==> config.mk <==
export PLATFORM = sky130hd
export DESIGN_NAME = i2c_target
export DESIGN_NICKNAME = d
export VERILOG_FILES = /design/src/rtl/i2c_target.sv
export SDC_FILE = /design/constraint.sdc
export NUM_CORES = 1
export LEC_CHECK = 0
export CORE_AREA = 2 2 160 162
export CTS_BUF_LIST = sky130_fd_sc_hd__clkbuf_4 sky130_fd_sc_hd__clkbuf_8 sky130_fd_sc_hd__clkbuf_16
export CTS_CLUSTER_DIAMETER = 50
export DETAILED_ROUTE_END_ITERATION = 10
export DIE_AREA = 0 0 162 164
export DONT_BUFFER_PORTS = 1
export GPL_TIMING_DRIVEN = 0
export PLACE_DENSITY = 0.49
export SETUP_SLACK_MARGIN = 0.1
export SLEW_MARGIN = 20
export SYNTH_ARGS = -nofsm -noshare
export SYNTH_HDL_FRONTEND = slang
export SYNTH_SLANG_ARGS = --single-unit
==> constraint.sdc <==
create_clock -name clk -period 7.85 [get_ports clk]
set_input_delay 0.785 -clock clk [delete_from_list [all_inputs] [get_ports clk]]
set_output_delay 0.785 -clock clk [all_outputs]
set_load 0.02 [all_outputs]
==> src/rtl/i2c_target.sv <==
// rtl/i2c_target.sv - I2C target with 7-bit address match and byte register file
`timescale 1ns/1ps
module i2c_target #(
    parameter logic [6:0] DEV_ADDR = 7'h08,
    parameter int         DEPTH    = 16,
    localparam int        AW       = $clog2(DEPTH)
) (
    input  logic          clk,
    input  logic          rst_n,
    input  logic          scl_i,
    input  logic          sda_i,
    output logic          sda_o,
    output logic          wr_strobe,
    output logic [AW-1:0] wr_addr,
    output logic [7:0]    wr_data,
    output logic          busy
);

    localparam logic [3:0] S_IDLE     = 4'd0;
    localparam logic [3:0] S_DEVADDR  = 4'd1;
    localparam logic [3:0] S_DEVACK   = 4'd2;
    localparam logic [3:0] S_REGADDR  = 4'd3;
    localparam logic [3:0] S_REGACK   = 4'd4;
    localparam logic [3:0] S_WRDATA   = 4'd5;
    localparam logic [3:0] S_WRACK    = 4'd6;
    localparam logic [3:0] S_RDDATA   = 4'd7;
    localparam logic [3:0] S_RDACK    = 4'd8;
    localparam logic [3:0] S_WAITSTOP = 4'd9;

    logic          scl_s1, scl_s2, scl_d;
    logic          sda_s1, sda_s2, sda_d;
    logic [3:0]    state;
    logic [3:0]    bit_cnt;
    logic [7:0]    shreg;
    logic [AW-1:0] ptr;
    logic          rw;
    logic [7:0]    regs [DEPTH];

    logic       scl_rise, scl_fall, start_det, stop_det, rx_done;
    logic [7:0] rx_byte;

    assign scl_rise  = scl_s2 & ~scl_d;
    assign scl_fall  = ~scl_s2 & scl_d;
    assign start_det = scl_s2 & scl_d & sda_d & ~sda_s2;
    assign stop_det  = scl_s2 & scl_d & ~sda_d & sda_s2;
    assign rx_byte   = {shreg[6:0], sda_s2};
    assign rx_done   = scl_rise && (bit_cnt == 4'd7);

    // In ACK states sda_o itself marks the phase: released = waiting for the
    // fall that ends bit 8, driven = waiting for the fall that ends bit 9.
    always_ff @(posedge clk) begin
        if (!rst_n) begin
            scl_s1    <= 1'b1;
            scl_s2    <= 1'b1;
            scl_d     <= 1'b1;
            sda_s1    <= 1'b1;
            sda_s2    <= 1'b1;
            sda_d     <= 1'b1;
            state     <= S_IDLE;
            bit_cnt   <= 4'd0;
            shreg     <= 8'h00;
            ptr       <= '0;
            rw        <= 1'b0;
            sda_o     <= 1'b1;
            wr_strobe <= 1'b0;
            wr_addr   <= '0;
            wr_data   <= 8'h00;
            busy      <= 1'b0;
            for (int i = 0; i < DEPTH; i++) regs[i] <= 8'h00;
        end else begin
            scl_s1    <= scl_i;
            scl_s2    <= scl_s1;
            scl_d     <= scl_s2;
            sda_s1    <= sda_i;
            sda_s2    <= sda_s1;
            sda_d     <= sda_s2;
            wr_strobe <= 1'b0;
            if (stop_det) begin
                state <= S_IDLE;
                sda_o <= 1'b1;
                busy  <= 1'b0;
            end else if (start_det) begin
                state   <= S_DEVADDR;
                bit_cnt <= 4'd0;
                sda_o   <= 1'b1;
            end else begin
                case (state)
                    S_DEVADDR: if (scl_rise) begin
                        shreg   <= rx_byte;
                        bit_cnt <= bit_cnt + 4'd1;
                        if (rx_done) begin
                            if (rx_byte[7:1] == DEV_ADDR) begin
                                rw    <= rx_byte[0];
                                busy  <= 1'b1;
                                state <= S_DEVACK;
                            end else begin
                                busy  <= 1'b0;
                                state <= S_IDLE;
                            end
                        end
                    end
                    S_REGADDR: if (scl_rise) begin
                        shreg   <= rx_byte;
                        bit_cnt <= bit_cnt + 4'd1;
                        if (rx_done) begin
                            ptr   <= rx_byte[AW-1:0];
                            state <= S_REGACK;
                        end
                    end
                    S_WRDATA: if (scl_rise) begin
                        shreg   <= rx_byte;
                        bit_cnt <= bit_cnt + 4'd1;
                        if (rx_done) begin
                            regs[ptr] <= rx_byte;
                            wr_strobe <= 1'b1;
                            wr_addr   <= ptr;
                            wr_data   <= rx_byte;
                            ptr       <= ptr + AW'(1);
                            state     <= S_WRACK;
                        end
                    end
                    S_DEVACK: if (scl_fall) begin
                        if (sda_o) begin
                            sda_o <= 1'b0;
                        end else begin
                            bit_cnt <= 4'd0;
                            if (rw) begin
                                shreg <= regs[ptr];
                                sda_o <= regs[ptr][7];
                                state <= S_RDDATA;
                            end else begin
                                sda_o <= 1'b1;
                                state <= S_REGADDR;
                            end
                        end
                    end
                    S_REGACK, S_WRACK: if (scl_fall) begin
                        if (sda_o) begin
                            sda_o <= 1'b0;
                        end else begin
                            sda_o   <= 1'b1;
                            bit_cnt <= 4'd0;
                            state   <= S_WRDATA;
                        end
                    end
                    S_RDDATA: begin
                        if (scl_rise) begin
                            bit_cnt <= bit_cnt + 4'd1;
                        end else if (scl_fall) begin
                            if (bit_cnt == 4'd8) begin
                                sda_o <= 1'b1;
                                ptr   <= ptr + AW'(1);
                                state <= S_RDACK;
                            end else begin
                                shreg <= {shreg[6:0], 1'b0};
                                sda_o <= shreg[6];
                            end
                        end
                    end
                    S_RDACK: begin
                        if (scl_rise && sda_s2) begin
                            state <= S_WAITSTOP;
                        end else if (scl_fall) begin
                            bit_cnt <= 4'd0;
                            shreg   <= regs[ptr];
                            sda_o   <= regs[ptr][7];
                            state   <= S_RDDATA;
                        end
                    end
                    default: sda_o <= 1'b1;
                endcase
            end
        end
    end

endmodule
## Yosys cells after proc, flatten, opt, wreduce, memory -nomap -nowiden

Memory sizes are Yosys's and may differ from the RTL's. A register that Yosys moved wholly into a read port is not among the register bits.
Cells that the tools add are included.

- Register bits: 41
- Bits in writable memories: 128
- Bits of input ports: 4
- Output and inout bits: 15
- Logic and storage cells: 176
- Memories kept: 1

Memories:

| name | words | bits a word | read ports | clocked after memory_dff | write ports | RTL line | source |
|---|---|---|---|---|---|---|---|
| regs | 16 | 8 | 1 | 1 | 16 | 37 | `logic [7:0] regs [DEPTH];` |

- Add/subtract/negate cells: 2
- Equal/unequal tests: 49
- Muxes and demuxes: 69
- Bitwise gates (word level): 15
- Reductions and logical operators: 23

Operators with widths:

| kind | count |
|---|---|
| $mux W4 | 31 |
| $mux W7 | 9 |
| $ne A3 B3 Y1 const B | 16 |
| $ne A2 B2 Y1 const B | 17 |
| $reduce_and A15 Y1 | 2 |
| $pmux W4 S7 | 1 |
| $pmux W7 S4 | 1 |
| $pmux W4 S3 | 2 |
| $mux W1 | 21 |
| $eq A4 B3 Y1 const B | 5 |
| $reduce_and A7 Y1 | 2 |
| $reduce_and A12 Y1 | 1 |
| $reduce_and A10 Y1 | 1 |
| $reduce_or A3 Y1 | 3 |
| $add A4 B1 Y4 const B | 2 |
| $eq A4 B2 Y1 const B | 2 |
| $eq A4 B4 Y1 const B | 2 |
| $mux W8 | 1 |
| $not A1 Y1 | 8 |
| $reduce_bool A4 Y1 | 2 |
| $reduce_bool A8 Y1 | 1 |
| $reduce_or A8 Y1 | 1 |
| $and A1 B1 Y1 | 7 |
| $eq A7 B4 Y1 const B | 1 |
| other kinds (16) | 19 |

## Logic depth before layout (Yosys ltp)

- Depth after elaboration: 12
- Depth in mapped cells: 9
- Mapped depth without buffers: 7

## Worst setup path before layout

OpenSTA, ideal clock, no wires.

- Path kind: reg-to-reg
- Start point: register bit_cnt[0]
- End point: memory regs[3][0], enable pin
- Library setup time: 334 ps
- Arrival: 2208 ps
- Data required time: 7516 ps
- Setup slack: 5307 ps
- Cell stages (with the launch flop): 9
- Path buffers: 2
- Clock period less this slack: 2543 ps
- Cell sequence: dfxtp_1 -> ha_1 -> nand4bb_4 -> or2_4 -> or3_1 -> buf_6 -> buf_12 -> nor4_4 -> nand2b_1

RTL lines:

| element | RTL line | source |
|---|---|---|
| from (decl) | 33 | `logic [3:0] bit_cnt;` |
| from (signal assigned) | 90 | `bit_cnt <= bit_cnt + 4'd1;` |
| from (signal assigned) | 104 | `bit_cnt <= bit_cnt + 4'd1;` |
| from (signal assigned) | 112 | `bit_cnt <= bit_cnt + 4'd1;` |
| to (decl) | 37 |  |

==> run summary <==
Post-synth EDFFs - 128
Std cell rows - 58
Final std cells w/o fill - 1043
Fraction of registers with async set/reset - 0%
Count leader, synth - edfxtp_1
RSZ-0062 raised after global routing - no
Pre-CTS setup slack - 4.64 ns
Hold Buf Count CTS - 0
Syn avg cell area - 12.6 sq um
Diodes inserted - 0
Via density per instance - 5.33
Commonest cells in the synthesized netlist - edfxtp_1 (128), and2_1 (118), nand2_1 (55)
TritonCTS clock tree - built
Post-CTS Setup Repair Bufs - 0
Total Power - 2.10 mW
Maximum buffer depth of the clock tree - 2
Cts repair resizes - 0
Initial core utilization - 34.5%
Status - complete, no violations
GR Util met2 - 30.1%
Vias in the first global route - 5691
Setup Crit Path Kind - flop to flop
# placed instances - 1011
WHS Path Cells - 1
Yosys top cell area share - 44.9%
Reg2Reg Capture Point - regs[3][4]$_SDFFCE_PN0P_
Netlist cell types - 63
Iter 0 DRT Violations - 360
Routing usage on met1 - 25.2%
CP Capture Type - flop
Peak supply drop - 0.000134 V
Syn_nets - 691
RD Place Congestion - 0.871
Worst-path clk slew - 0.07 ns
Largest net degree at the start of global routing - 18
GR Overflow Total - 0
Crit-path max FO - 10
Ratio of cells with drive above 1 in the final layout - 15.1%
Slew Viols, Final - 0
Fill cells - 2422
Yosys top cell by area - edfxtp_1
DR vias - 5562
Setup ws final - 4.58 ns
H-Tree Depth - 4
FF-to-FF path depth - 8
Pwr dens - 219 nW/um^2
Clock Skews - 0.0104 ns
Area contributors post-synth - edfxtp_1 (45%), dfxtp_1 (11%), mux4_2 (8.7%), and2_1 (8.6%), nand2_1 (2.4%)
Met3 GRT Util - 3.96%
RR Startpoint - state[0]$_SDFFE_PP0P_
DRC Markers - 0
First-pass GRT wire length - 36000 um
GR Util All Layers - 18.6%
CTS sink count - 173
Final Hold Fails - 0
Total die area - 26600 sq um
Req. time, crit path - 7.91 ns
Mapped Cells - 681
WL/cell - 22.7 um
Yosys warns - 0
Worst-margin pin slew - 0.887 ns
Core box area - 24800 sq um
Final Cycle Share - 41.7%
Total Wirelength - 23700 um
GRT busiest layer - met2
Fin util - 38.7%
CP Launch Type - flop
Minimum clock period - 3.27 ns
Die height - 164 um
First drt pass iteration count - 6
Leakage - 3.29 nW
Mapped cell area - 8560 sq um
Flops & latches, synth - 173
Min-Delay Path Class - flop to flop
Post-route ant nets - 0
Hold endpoint - scl_s2$_SDFF_PN1_
Worst Path Arrival - 3.33 ns
Root Driver - clkbuf_16
Final setup violation count - 0
Max_slew headroom - 40.9%
Max_cap viols - 0
Layout area overhead - 12.2%
Clk_lat worst skew - 0.43 ns
Initial antenna violation count - 0
Ys flop type - edfxtp_1
Flop2flop setup slack - 4.58 ns
Fin Setup TNS - 0 ns
Min-Delay Startpoint - scl_s1$_SDFF_PN1_
Seq/Total Area, Yosys - 55.4%
Post-DP HPWL - 16800 um
FMAX - 0.306 GHz
Final net count - 710
PortBufs - 0
IO Count - 19
TritonCTS buffer count - 17
Die span in x - 162 um
cell families (layout without fill, tap and decap cells):
group | after synthesis | after routing | share of synthesized area [%]
AOI/OAI and AO/OA | 97 | 97 | 8.04
muxes | 46 | 46 | 10.2
and+or+nand+nor | 287 | 287 | 21.5
adders and majority gates | 6 | 6 | 0.877
xor gates and xnor gates | 2 | 2 | 0.205
DFF | 173 | 173 | 55.4
buffers and inverters | 70 | 102 | 3.77
layout by cell type (no fill, tap or decap), types with 5 or more instances in the layout:
cell type,count
mux4_2,33
clkbuf_16,20
and2_1,118
a211oi_1,9
nor2b_1,10
a211o_1,6
nor3_1,5
mux2i_1,10
dfxtp_1,45
edfxtp_1,128
buf_2,11
ha_1,6
nand3_1,9
inv_1,10
nand2_1,55
inv_6,6
nor3_4,12
nand2b_1,27
nor2_1,12
clkbuf_1,40
a311oi_1,7
nor4_1,13
a21oi_1,29
through the flow:
| stage | instance area [sq um] | hold slack (ns) |
|---|---|---|
| after detailed placement | 8980 | 0.402 |
| after floorplan | 8560 | 0.386 |
| after CTS | 9610 | 0.418 |
| after global routing | 9610 | 0.429 |
| after global placement | 8980 | 0.399 |
| final | 9610 | 0.412 |
routing by layer:
metal / vias to the layer above / wire (um)
li1: 2553 / -
met1: 2836 / 10900
met2: 139 / 11300
met3: 34 / 906
met4: 0 / 539
met5: - / 0
power breakdown:
part | leakage, nW | switching [mW] | total [mW] | internal (mW)
combinational | 1.35 | 0.121 | 0.168 | 0.0473
clock | 0.310 | 0.387 | 0.903 | 0.517
sequential | 1.63 | 0.0159 | 1.03 | 1.01
total | 3.29 | 0.523 | 2.10 | 1.58
how the worst max path moves through the flow:
stage | endpoint | from | slack [ns] | cells past startpoint
after detailed placement | regs[3][6]$_SDFFCE_PN0P_ | state[0]$_SDFFE_PP0P_ | 4.64 | 8
final | regs[3][4]$_SDFFCE_PN0P_ | state[0]$_SDFFE_PP0P_ | 4.58 | 8
after floorplan | regs[3][0]$_SDFFCE_PN0P_ | bit_cnt[0]$_SDFFE_PN0P_ | 5.31 | 8
after CTS | regs[3][4]$_SDFFCE_PN0P_ | state[0]$_SDFFE_PP0P_ | 4.61 | 8
after global placement | regs[3][6]$_SDFFCE_PN0P_ | state[0]$_SDFFE_PP0P_ | 4.59 | 8
after global routing | regs[3][6]$_SDFFCE_PN0P_ | state[0]$_SDFFE_PP0P_ | 4.43 | 8
critical path, cell delays in order, from the launching register on:
cell	delay, ns
dfxtp_1	0.31
buf_2	0.19
nor2b_1	0.25
nand2_1	0.28
or3_1	0.45
buf_6	0.17
buf_12	0.16
nor4_4	0.56
nand2b_1	0.52
sequential cells by signal, indices dropped and copies added, names as in the netlist, 4 cells and up, named ones only:
register  flops
regs        128
wr_data       8
shreg         7
bit_cnt       4
ptr           4
state         4
wr_addr       4
area by class of cell:
cell class	count	area [sq um]	share of cell area, %
Buffer	59	282	2.93
Clock buffer	22	522	5.43
Clock inverter	10	110	1.15
Inverter	11	41.3	0.430
Multi-Input combinational cell	438	3500	36.4
Sequential cell	173	4740	49.4
Tap cell	330	413	4.30
(Power assumes the default switching activity.)
